**config.mk**
```make
export PLATFORM = sky130hd
export DESIGN_NAME = sdram_aref_ctrl_flat
export DESIGN_NICKNAME = d
export VERILOG_FILES = /design/src/rtl/sdram_pkg.sv /design/src/rtl/sdram_aref_ctrl_if.sv /design/src/rtl/sdram_aref_tick.sv /design/src/rtl/sdram_aref_ctrl.sv /design/src/flat_wrapper.sv
export SDC_FILE = /design/constraint.sdc
export NUM_CORES = 1
export LEC_CHECK = 0
export CORE_ASPECT_RATIO = 1.5
export CORE_MARGIN = 5
export CORE_UTILIZATION = 50
export CTS_BUF_LIST = sky130_fd_sc_hd__clkbuf_8 sky130_fd_sc_hd__clkbuf_16
export CTS_CLUSTER_SIZE = 24
export DETAILED_ROUTE_END_ITERATION = 10
export PLACE_DENSITY = 0.78
export SYNTH_ARGS = -nofsm -noshare
export SYNTH_HDL_FRONTEND = slang
export SYNTH_SLANG_ARGS = --single-unit
```
**constraint.sdc**
```tcl
create_clock -name s_clk -period 3.8 [get_ports s_clk]
set_input_delay 0.76 -clock s_clk [delete_from_list [all_inputs] [get_ports s_clk]]
set_output_delay 0.76 -clock s_clk [all_outputs]
set_load 0.02 [all_outputs]
```
**src/rtl/sdram_pkg.sv**
```systemverilog
// Shared SDRAM controller definitions: command encodings, FSM states, helpers.
package sdram_pkg;

   // {CS_n, RAS_n, CAS_n, WE_n}
   typedef logic [3:0] cmd_t;

   localparam cmd_t CMD_NOP       = 4'b0111;
   localparam cmd_t CMD_PRECHARGE = 4'b0010;
   localparam cmd_t CMD_AREF      = 4'b0001;

   // Auto-refresh sequencer states
   typedef enum logic [2:0] {
      ST_IDLE     = 3'd0,
      ST_PRE      = 3'd1,
      ST_WAIT_RP  = 3'd2,
      ST_AREF     = 3'd3,
      ST_WAIT_RFC = 3'd4,
      ST_DONE     = 3'd5
   } aref_state_t;

   // Smaller of two 4-bit unsigned values
   function automatic logic [3:0] min_u4(input logic [3:0] a, input logic [3:0] b);
      return (a < b) ? a : b;
   endfunction

endpackage

```
**src/rtl/sdram_aref_ctrl_if.sv**
```systemverilog
// Refresh arbiter handshake plus SDRAM command/address bus of the refresh block.
//
// Handshake: req_aref is a level meaning "refreshes are owed and the block is
// idle". The arbiter answers with en_aref, which it holds high until it sees
// the one-cycle end_aref pulse. A grant is taken only on a cycle where both
// req_aref and en_aref are high; en_aref at any other time is ignored, and
// once taken the sequence runs to completion regardless of en_aref.
interface sdram_aref_ctrl_if
   import sdram_pkg::*;
#(
   parameter int ADDR_W = 12,
   parameter int BANK_W = 2
) ();

   logic              en_aref;
   logic              req_aref;
   logic              urgent_aref;
   logic              end_aref;
   cmd_t              aref_cmd;
   logic [ADDR_W-1:0] sdram_addr;
   logic [BANK_W-1:0] sdram_bank;

   // Refresh block side
   modport master (
      input  en_aref,
      output req_aref, urgent_aref, end_aref,
      output aref_cmd, sdram_addr, sdram_bank
   );

   // Arbiter / command mux side
   modport slave (
      output en_aref,
      input  req_aref, urgent_aref, end_aref,
      input  aref_cmd, sdram_addr, sdram_bank
   );

endinterface

```
**src/rtl/sdram_aref_tick.sv**
```systemverilog
// Refresh interval timer: counts enabled cycles and pulses tick on the wrap.
module sdram_aref_tick #(
   parameter int CLK_PER_INTERVAL = 750
) (
   input  logic s_clk,
   input  logic s_rst,
   input  logic en,
   output logic tick
);

   localparam int CNT_W = (CLK_PER_INTERVAL > 1) ? $clog2(CLK_PER_INTERVAL) : 1;

   logic [CNT_W-1:0] cnt;

   // Tick is high for the single cycle the counter sits on its last value
   always_comb begin
      tick = en && (cnt == CNT_W'(CLK_PER_INTERVAL - 1));
   end

   // Counter advances only while enabled and holds its value otherwise
   always_ff @(posedge s_clk) begin
      if (s_rst) begin
         cnt <= '0;
      end else if (en) begin
         cnt <= tick ? '0 : cnt + 1'b1;
      end
   end

endmodule

```
**src/rtl/sdram_aref_ctrl.sv**
```systemverilog
// SDRAM auto-refresh controller: tracks owed refreshes and, when granted,
// issues PRECHARGE-ALL (optional) followed by a burst of AREF commands.
module sdram_aref_ctrl
   import sdram_pkg::*;
#(
   parameter int CLK_PER_INTERVAL = 750,
   parameter int T_RP             = 2,
   parameter int T_RFC            = 7,
   parameter int BURST_MAX        = 4,
   parameter int MAX_PEND         = 8,
   parameter int URGENT_TH        = 6,
   parameter int PRECH_EN         = 1,
   parameter int ADDR_W           = 12,
   parameter int BANK_W           = 2
) (
   input  logic               s_clk,
   input  logic               s_rst,
   input  logic               flag_init_end,
   sdram_aref_ctrl_if.master  bus,
   output logic [3:0]         pend_cnt,
   output logic               busy,
   output logic               ovf_err,
   output aref_state_t        aref_state
);

   // Wait counter only needs to reach the longer of the two NOP windows.
   // Both windows are assumed to be at least one cycle long.
   localparam int WAIT_MAX = (T_RP > T_RFC) ? T_RP : T_RFC;
   localparam int WAIT_W   = (WAIT_MAX > 1) ? $clog2(WAIT_MAX) : 1;

   aref_state_t       state;
   aref_state_t       state_nxt;
   logic [WAIT_W-1:0] wait_cnt;
   logic [3:0]        burst_n;
   logic [3:0]        aref_done;
   logic              tick;
   logic              grant;

   cmd_t              cmd_nxt;
   logic [ADDR_W-1:0] addr_nxt;
   logic              end_nxt;
   logic              busy_nxt;
   logic              req_nxt;
   logic              urgent_nxt;
   logic [4:0]        pend_sum;
   logic [3:0]        pend_nxt;
   logic              ovf_nxt;

   sdram_aref_tick #(
      .CLK_PER_INTERVAL (CLK_PER_INTERVAL)
   ) u_tick (
      .s_clk (s_clk),
      .s_rst (s_rst),
      .en    (flag_init_end),
      .tick  (tick)
   );

   // Debug view of the sequencer state
   always_comb begin
      aref_state = state;
   end

   // A grant is only accepted from IDLE with refreshes owed (req_aref high)
   always_comb begin
      grant = (state == ST_IDLE) && bus.en_aref && (pend_cnt != 4'd0);
   end

   // Next state and the command/address that the next state drives
   always_comb begin
      state_nxt = state;
      case (state)
         ST_IDLE: begin
            if (grant) begin
               state_nxt = (PRECH_EN != 0) ? ST_PRE : ST_AREF;
            end
         end
         ST_PRE: begin
            state_nxt = ST_WAIT_RP;
         end
         ST_WAIT_RP: begin
            if (wait_cnt == WAIT_W'(T_RP - 1)) begin
               state_nxt = ST_AREF;
            end
         end
         ST_AREF: begin
            state_nxt = ST_WAIT_RFC;
         end
         ST_WAIT_RFC: begin
            if (wait_cnt == WAIT_W'(T_RFC - 1)) begin
               state_nxt = (aref_done < burst_n) ? ST_AREF : ST_DONE;
            end
         end
         ST_DONE: begin
            state_nxt = ST_IDLE;
         end
         default: begin
            state_nxt = ST_IDLE;
         end
      endcase

      cmd_nxt  = CMD_NOP;
      addr_nxt = '0;
      case (state_nxt)
         ST_PRE: begin
            cmd_nxt      = CMD_PRECHARGE;
            addr_nxt[10] = 1'b1;   // A10 high selects all banks
         end
         ST_AREF: begin
            cmd_nxt = CMD_AREF;
         end
         default: begin
            cmd_nxt = CMD_NOP;
         end
      endcase
      end_nxt  = (state_nxt == ST_DONE);
      busy_nxt = (state_nxt != ST_IDLE);
   end

   // Owed-refresh bookkeeping: tick adds one, DONE retires the burst
   always_comb begin
      pend_sum = {1'b0, pend_cnt} + {4'd0, tick};
      if (state == ST_DONE) begin
         pend_sum = pend_sum - {1'b0, burst_n};
      end
      if (pend_sum > 5'(MAX_PEND)) begin
         pend_nxt = 4'(MAX_PEND);
      end else begin
         pend_nxt = pend_sum[3:0];
      end
      ovf_nxt    = ovf_err | (tick & (pend_cnt == 4'(MAX_PEND)));
      req_nxt    = (state_nxt == ST_IDLE) && (pend_nxt != 4'd0);
      urgent_nxt = (pend_nxt >= 4'(URGENT_TH));
   end

   // State register with burst size latch, issued-AREF count and wait timer
   always_ff @(posedge s_clk) begin
      if (s_rst) begin
         state     <= ST_IDLE;
         wait_cnt  <= '0;
         burst_n   <= 4'd0;
         aref_done <= 4'd0;
      end else begin
         state <= state_nxt;
         if ((state_nxt != state) || (state == ST_IDLE)) begin
            wait_cnt <= '0;
         end else begin
            wait_cnt <= wait_cnt + 1'b1;
         end
         if (grant) begin
            burst_n   <= min_u4(pend_cnt, 4'(BURST_MAX));
            aref_done <= 4'd0;
         end else if (state == ST_AREF) begin
            aref_done <= aref_done + 4'd1;
         end
      end
   end

   // Registered outputs, so every output changes together with the state
   always_ff @(posedge s_clk) begin
      if (s_rst) begin
         bus.aref_cmd    <= CMD_NOP;
         bus.sdram_addr  <= '0;
         bus.sdram_bank  <= '0;
         bus.req_aref    <= 1'b0;
         bus.urgent_aref <= 1'b0;
         bus.end_aref    <= 1'b0;
         busy            <= 1'b0;
         pend_cnt        <= 4'd0;
         ovf_err         <= 1'b0;
      end else begin
         bus.aref_cmd    <= cmd_nxt;
         bus.sdram_addr  <= addr_nxt;
         bus.sdram_bank  <= '0;   // all-bank precharge needs no bank select
         bus.req_aref    <= req_nxt;
         bus.urgent_aref <= urgent_nxt;
         bus.end_aref    <= end_nxt;
         busy            <= busy_nxt;
         pend_cnt        <= pend_nxt;
         ovf_err         <= ovf_nxt;
      end
   end

endmodule

```
**src/flat_wrapper.sv**
```systemverilog
// flat-port wrapper written by rule: the top's interface ports become plain ports
module sdram_aref_ctrl_flat import sdram_pkg::*;
#(
   parameter int CLK_PER_INTERVAL = 750,
   parameter int T_RP             = 2,
   parameter int T_RFC            = 7,
   parameter int BURST_MAX        = 4,
   parameter int MAX_PEND         = 8,
   parameter int URGENT_TH        = 6,
   parameter int PRECH_EN         = 1,
   parameter int ADDR_W           = 12,
   parameter int BANK_W           = 2
)
  (s_clk, s_rst, flag_init_end, pend_cnt, busy, ovf_err, aref_state, bus_en_aref, bus_req_aref, bus_urgent_aref, bus_end_aref, bus_aref_cmd, bus_sdram_addr, bus_sdram_bank);
  sdram_aref_ctrl_if #(.ADDR_W(ADDR_W), .BANK_W(BANK_W)) bus_i ();
  input  logic s_clk;
  input  logic s_rst;
  input  logic flag_init_end;
  output logic [3:0] pend_cnt;
  output logic busy;
  output logic ovf_err;
  output aref_state_t aref_state;
  input wire logic [$bits(bus_i.en_aref)-1:0] bus_en_aref;
  output wire logic [$bits(bus_i.req_aref)-1:0] bus_req_aref;
  output wire logic [$bits(bus_i.urgent_aref)-1:0] bus_urgent_aref;
  output wire logic [$bits(bus_i.end_aref)-1:0] bus_end_aref;
  output wire logic [$bits(bus_i.aref_cmd)-1:0] bus_aref_cmd;
  output wire logic [$bits(bus_i.sdram_addr)-1:0] bus_sdram_addr;
  output wire logic [$bits(bus_i.sdram_bank)-1:0] bus_sdram_bank;
  assign bus_i.en_aref = bus_en_aref;
  assign bus_req_aref = bus_i.req_aref;
  assign bus_urgent_aref = bus_i.urgent_aref;
  assign bus_end_aref = bus_i.end_aref;
  assign bus_aref_cmd = bus_i.aref_cmd;
  assign bus_sdram_addr = bus_i.sdram_addr;
  assign bus_sdram_bank = bus_i.sdram_bank;
  sdram_aref_ctrl #(.CLK_PER_INTERVAL(CLK_PER_INTERVAL), .T_RP(T_RP), .T_RFC(T_RFC), .BURST_MAX(BURST_MAX), .MAX_PEND(MAX_PEND), .URGENT_TH(URGENT_TH), .PRECH_EN(PRECH_EN), .ADDR_W(ADDR_W), .BANK_W(BANK_W)) u_core (.s_clk(s_clk), .s_rst(s_rst), .flag_init_end(flag_init_end), .bus(bus_i), .pend_cnt(pend_cnt), .busy(busy), .ovf_err(ovf_err), .aref_state(aref_state));
endmodule
```
**After elaboration in Yosys (flattened, before gate mapping)**

Index checks and enable logic that the tools add are counted.

- Register bits: 49
- Output and inout port bits: 30

- Add/sub/neg operators: 5
- Magnitude comparators: 4
- Equality and inequality tests: 13
- Muxes and demuxes: 11
- Bitwise gates (word level): 2
- Reduce and logical (&&, ||, !) cells: 12

Operator list:

| cell | count |
|---|---|
| case mux 3 bit (5 select lines) | 1 |
| == test 3 bit (second input constant) | 4 |
| two-way mux 3 bit | 4 |
| adder 10 x 1 -> 10 bit (second input constant) | 1 |
| == test 10 bit (second input constant) | 1 |
| two-way mux 10 bit | 1 |
| == test 3 x 1 -> 1 bit (second input constant) | 3 |
| == test 3 x 2 -> 1 bit (second input constant) | 3 |
| two-way mux 4 bit | 2 |
| nonzero test 4 bit | 2 |
| zero test 3 bit | 2 |
| case mux 3 bit (2 select lines) | 1 |
| adder 4 x 1 -> 5 bit | 1 |
| greater-than comparator 5 x 4 -> 1 bit (second input constant) | 1 |
| two-way mux 5 bit | 1 |
| subtractor 5 x 4 -> 5 bit | 1 |
| adder 4 x 1 -> 4 bit (second input constant) | 1 |
| == test 4 bit (second input constant) | 1 |
| >= comparator 4 x 3 -> 1 bit (second input constant) | 1 |
| logical AND 1 bit | 4 |
| less-than comparator 4 x 3 -> 1 bit (second input constant) | 1 |
| less-than comparator 4 bit | 1 |
| OR reduction 2 bit | 2 |
| adder 3 x 1 -> 3 bit (second input constant) | 1 |
| 6 further kinds | 6 |

**Logic depth before layout (Yosys ltp)**

- Depth in word-level cells: 9
- Mapped depth: 14
- Depth with buffers taken out: 13

**Modules after synthesis**

From an unflattened synthesis, not the netlist that was laid out.

- Cells, all modules: 234
- Area total of the unflattened synthesis: 2037.0 µm²

By module, submodules not included:

| module | times used | cells an instance | area each (µm²) | sequential area each (µm²) |
|---|---|---|---|---|
| sdram_aref_ctrl | 1 | 177 | 1531.5 | 540.5 |
| sdram_aref_tick | 1 | 57 | 505.5 | 200.2 |

**Worst setup path before layout**

OpenSTA, ideal clock, no wires.

- Kind: input to register
- Start point: input port flag_init_end
- End point: register u_core.bus.req_aref
- Setup time: 140 ps
- Data arrival time: 3031 ps
- Data required time: 3660 ps
- Slack: 629 ps
- Stages: 12
- Buffers on the path: 1
- Path through: and3_1 -> and3_1 -> clkbuf_1 -> ha_1 -> ha_1 -> inv_1 -> fa_1 -> nand2b_1 -> a21o_1 -> xnor2_1 -> o32ai_1 -> a211oi_1

- Word-level cells in the longest chain between the ends: 8

Ends and longest elaborated chain:

| what | RTL line | RTL |
|---|---|---|
| start, declared | flat_wrapper.sv:18 | `input logic flag_init_end;` |
| logical AND 1 bit * | sdram_aref_tick.sv:17 | `tick = en && (cnt == CNT_W'(CLK_PER_INTERVAL - 1));` |
| adder 4 x 1 -> 5 bit * | sdram_aref_ctrl.sv:121 | `pend_sum = {1'b0, pend_cnt} + {4'd0, tick};` |
| subtractor 5 x 4 -> 5 bit | sdram_aref_ctrl.sv:123 | `pend_sum = pend_sum - {1'b0, burst_n};` |
| two-way mux 5 bit * | sdram_aref_ctrl.sv:122 | `if (state == ST_DONE) begin` |
| greater-than comparator 5 x 4 -> 1 bit | sdram_aref_ctrl.sv:125 | `if (pend_sum > 5'(MAX_PEND)) begin` |
| two-way mux 4 bit * | sdram_aref_ctrl.sv:125 |  |
| nonzero test 4 bit * | sdram_aref_ctrl.sv:131 | `req_nxt = (state_nxt == ST_IDLE) && (pend_nxt != 4'd0);` |
| logical AND 1 bit * | sdram_aref_ctrl.sv:131 |  |
| end signal, assigned | sdram_aref_ctrl.sv:174 | `bus.req_aref <= req_nxt;` |
| end, declared | sdram_aref_ctrl_if.sv:26 | `output req_aref, urgent_aref, end_aref,` |

Every way passes the cells marked *; elsewhere a longest branch is shown, timed or not.
A chain may end at the register's enable or synchronous reset.

**Worst setup path in the final report**

- Start point: input port flag_init_end
- End point: register u_core.bus.urgent_aref

- Word-level cells in the longest chain between the ends: 7

Ends and longest elaborated chain:

| what | RTL line | RTL |
|---|---|---|
| logical AND 1 bit * | sdram_aref_tick.sv:17 |  |
| adder 4 x 1 -> 5 bit * | sdram_aref_ctrl.sv:121 |  |
| subtractor 5 x 4 -> 5 bit | sdram_aref_ctrl.sv:123 |  |
| two-way mux 5 bit * | sdram_aref_ctrl.sv:122 |  |
| greater-than comparator 5 x 4 -> 1 bit | sdram_aref_ctrl.sv:125 |  |
| two-way mux 4 bit * | sdram_aref_ctrl.sv:125 |  |
| >= comparator 4 x 3 -> 1 bit * | sdram_aref_ctrl.sv:132 | `urgent_nxt = (pend_nxt >= 4'(URGENT_TH));` |
| end signal, assigned | sdram_aref_ctrl.sv:175 | `bus.urgent_aref <= urgent_nxt;` |
| end, declared | sdram_aref_ctrl_if.sv:26 |  |

Marked as above.

==> metrics.yaml <==
clocking:
  post_cts_buffers: 0
  cts_sinks: 37
  cts_root_buf: "clkbuf_8"
  cts_buffer_depth: 2
  clk_pin_slew_worst_paths_ps: 70
  cts_tree: "built"
  cts_buffers: 5
  htreeDepth: 2
  cts.repair.resized: 0
  clock_latency_ps: 290
  postCtsHoldBufs: 0
power_and_ir_drop:
  ir_drop_mv: 0.296
  p_comb_share_pct: 3.8
  pwr-share-clk_pct: 45.2
  p_sw_uw: 160
  seqPwrFrac_pct: 51.0
  p_int_uw: 607
  power_density_nw_per_um2: 329
  switching_share_pct: 20.8
  p_leak_nw: 0.913
drt:
  drcViolationCount: 0
  vias: 1648
  via_per_inst: 5.51
  wl_per_cell_um: 14.2
  dr.first_iter.drc_count: 63
  routed_wl_um: 4250
  firstDrtPassIters: 4
  antenna_left: 0
timing:
  layout_min_cycle_time_ps: 3530
  finClkSkew_ps: 5.54
  grt_setup_unrepaired: "no"
  setup_viol: 0
  period_share_pct: 93.0
  drv_slew: 0
  hold_viol: 0
  tightestPinTransition_ps: 880
  fmax_mhz: 283
  max-slew-margin-rel_pct: 41.1
synthesis:
  ys_ff_latch: 37
  synth_cell_types: 50
  netlist_area_um2: 2050
  synth_area_per_cell_um2: 8.74
  yosysWarnings: 0
  synthCells: 235
  ys_async_sr_fraction_pct: 0
  yosysSeqAreaShare_pct: 36.1
  synth_ff_type: "dfxtp_1"
  synth_edf_count: 0
grt:
  track_usage_pct: 15.8
  grt_max_degree: 23
  overflow: 0
  grt_pass1_wl_um: 6960
  grt_pass1_vias: 1530
  antenna_found_initial: 0
place:
  gp_congestion: 0.859
  dpl-instance-area_um2: 2210
  io_buffers: 19
  hpwl_um: 3130
worst_setup_path:
  critPathKind: "in2reg"
  cpPeakStageDelay_ps: 510
  crit_fanout: 4
  critPathLaunchType: "primary input"
  reg2reg_depth: 12
  crit_slowest_cell: "clkdlybuf4s50_1"
  critPathCaptureType: "register"
  cp_cell_sequence: "clkdlybuf4s50_1 -> and3_1 -> and3_1 -> ha_1 -> ha_1 -> xor2_1 -> ha_1 -> a21oi_1 -> o21ai_0 -> xor2_1 -> o32ai_1 -> o22ai_1"
  cp_common_cell: "ha_1"
  critPathRequiredTime_ps: 3940
  crit_arrival_ps: 3670
finish:
  drive_gt1_share_pct: 5.91
  stdcell_area_um2: 2330
  fin_nets: 273
  syn_to_final_growth_pct: 13.3
  post-route-util_pct: 58.8
  fillers: 371
  antennaDiodeCount: 0
run:
  drv_cap: 0
floorplanning:
  fp-row-count: 28
  die_x_um: 62.3
  ioPinCount: 34
  die_h_um: 88.5
  initial_core_util_pct: 51.9
  core-area_um2: 3960
  fp.dieArea_um2: 5520
worst_hold_path:
  hp-class: "reg2reg"
  holdPathStages: 2
status:
  status: "finished clean"
-- power groups by stage --
stage / registers [mW] / clock network [mW] / logic [mW]
2_1_floorplan: 0.400 / 0 / 0.0333
3_3_place_gp: 0.400 / 0 / 0.0279
3_5_place_dp: 0.400 / 0 / 0.0282
4_1_cts: 0.391 / 0.356 / 0.0285
5_1_grt: 0.391 / 0.373 / 0.0315
6_report: 0.391 / 0.346 / 0.0289
-- cells in the mapped netlist (all sizes together) (2+ instances only) --
| library cell | instances | share of area (%) |
|---|---|---|
| o21ai | 8 | 2.1 |
| nand2 | 15 | 2.7 |
| xor2 | 10 | 4.3 |
| a21o | 4 | 1.5 |
| nand3 | 10 | 2.4 |
| dfxtp | 37 | 36 |
| nor3 | 10 | 2.4 |
| nand4 | 2 | 0.61 |
| nor4 | 5 | 1.5 |
| clkbuf | 4 | 0.73 |
| mux2i | 2 | 0.97 |
| a211oi | 2 | 0.73 |
| inv | 11 | 2.0 |
| nor2b | 2 | 0.97 |
| nor2 | 25 | 4.6 |
| or3 | 2 | 0.85 |
| buf | 19 | 6.8 |
| a21oi | 16 | 4.1 |
| and3 | 3 | 0.91 |
| and2 | 2 | 0.61 |
| xnor2 | 7 | 3.0 |
| nand2b | 4 | 1.2 |
| ha | 15 | 9.1 |
-- per-layer routing --
| metal | wire length [µm] | global-route usage [%] | part of all wire, % | vias up |
|---|---|---|---|---|
| li1 | - | - | - | 823 |
| met1 | 1660 | 16.4 | 39 | 763 |
| met2 | 2240 | 28.9 | 53 | 48 |
| met3 | 214 | 4.57 | 5.0 | 14 |
| met4 | 136 | 8.30 | 3.2 | 0 |
| met5 | 0 | 0 | 0 | - |
-- critical path: cells and delay by family --
kind,cells,cell delay [ps]
xor gates and xnor gates,2,430
and+or+nand+nor,2,390
adders and majority gates,3,680
buffers and inverters,1,510
AOI/OAI and AO/OA,4,880
-- per-stage QoR --
stage          hold slack [ps]  setup slack (ps)  instances  setup TNS, ps  total power, mW
2_1_floorplan              456               629        248              0            0.433
3_3_place_gp               449               127        291              0            0.428
3_5_place_dp               467            -0.833        291          -1.21            0.428
4_1_cts                    488               294        299              0            0.776
5_1_grt                    525              29.9        299              0            0.796
6_report                   479               265        299              0            0.767
-- area by class of cell --
| class | count | area, µm² | share of cell area, % |
|---|---|---|---|
| Timing Repair Buffer | 21 | 205 | 8.82 |
| Clock inverter | 2 | 33.8 | 1.45 |
| Multi-Input combinational cell | 177 | 1170 | 50.2 |
| Sequential cell | 37 | 741 | 31.8 |
| Tap cell | 45 | 56.3 | 2.42 |
| Inverter | 11 | 41.3 | 1.77 |
| Clock buffer | 6 | 82.6 | 3.55 |
-- state kept, by name (all words and copies together) (netlist names), 3 cells and up --
name and flops:
u_core.bus.aref_cmd 3, u_core.aref_done 4, u_core.aref_state 3, u_core.wait_cnt 3, u_core.burst_n 4, u_core.pend_cnt 4
u_core.u_tick.cnt 10
-- cells by family (layout without fill, tap and decap cells) --
group,after synthesis,after routing,synth area share [%]
muxes,2,2,0.974
DFF,37,37,36.1
other,1,14,0.183
xor gates and xnor gates,17,17,7.25
adders and majority gates,16,16,10.1
AOI/OAI and AO/OA,40,40,13.9
buffers and inverters,34,40,9.50
and+or+nand+nor,88,88,22.0
-- placed cells by master (no fill, tap or decap), types with 2 or more instances in the layout --
master,n
nand4_1,2
nor2_1,25
xnor2_1,7
a211oi_1,2
buf_4,2
a21oi_1,15
inv_1,12
nand3_1,10
mux2i_1,2
nand2b_1,4
and3_1,3
o21ai_0,5
nand2_1,15
conb_1,14
nor3_1,10
dfxtp_1,37
o21ai_1,2
clkdlybuf4s50_1,19
clkbuf_8,6
nor4_1,5
xor2_1,10
a21o_1,4
and2_1,2
ha_1,15
-- worst paths after layout --
path	startpoint	to	slack, ps
setup reg to reg	u_core.u_tick.cnt[0]$_SDFFE_PP0P_	u_core.bus.urgent_aref$_SDFF_PP0_	600
hold / removal	u_core.ovf_err$_SDFF_PP0_	u_core.ovf_err$_SDFF_PP0_	480
hold reg to reg	u_core.ovf_err$_SDFF_PP0_	u_core.ovf_err$_SDFF_PP0_	480
setup / recovery	flag_init_end	u_core.bus.urgent_aref$_SDFF_PP0_	270
Note: power is estimated with default switching activity, not from simulation.
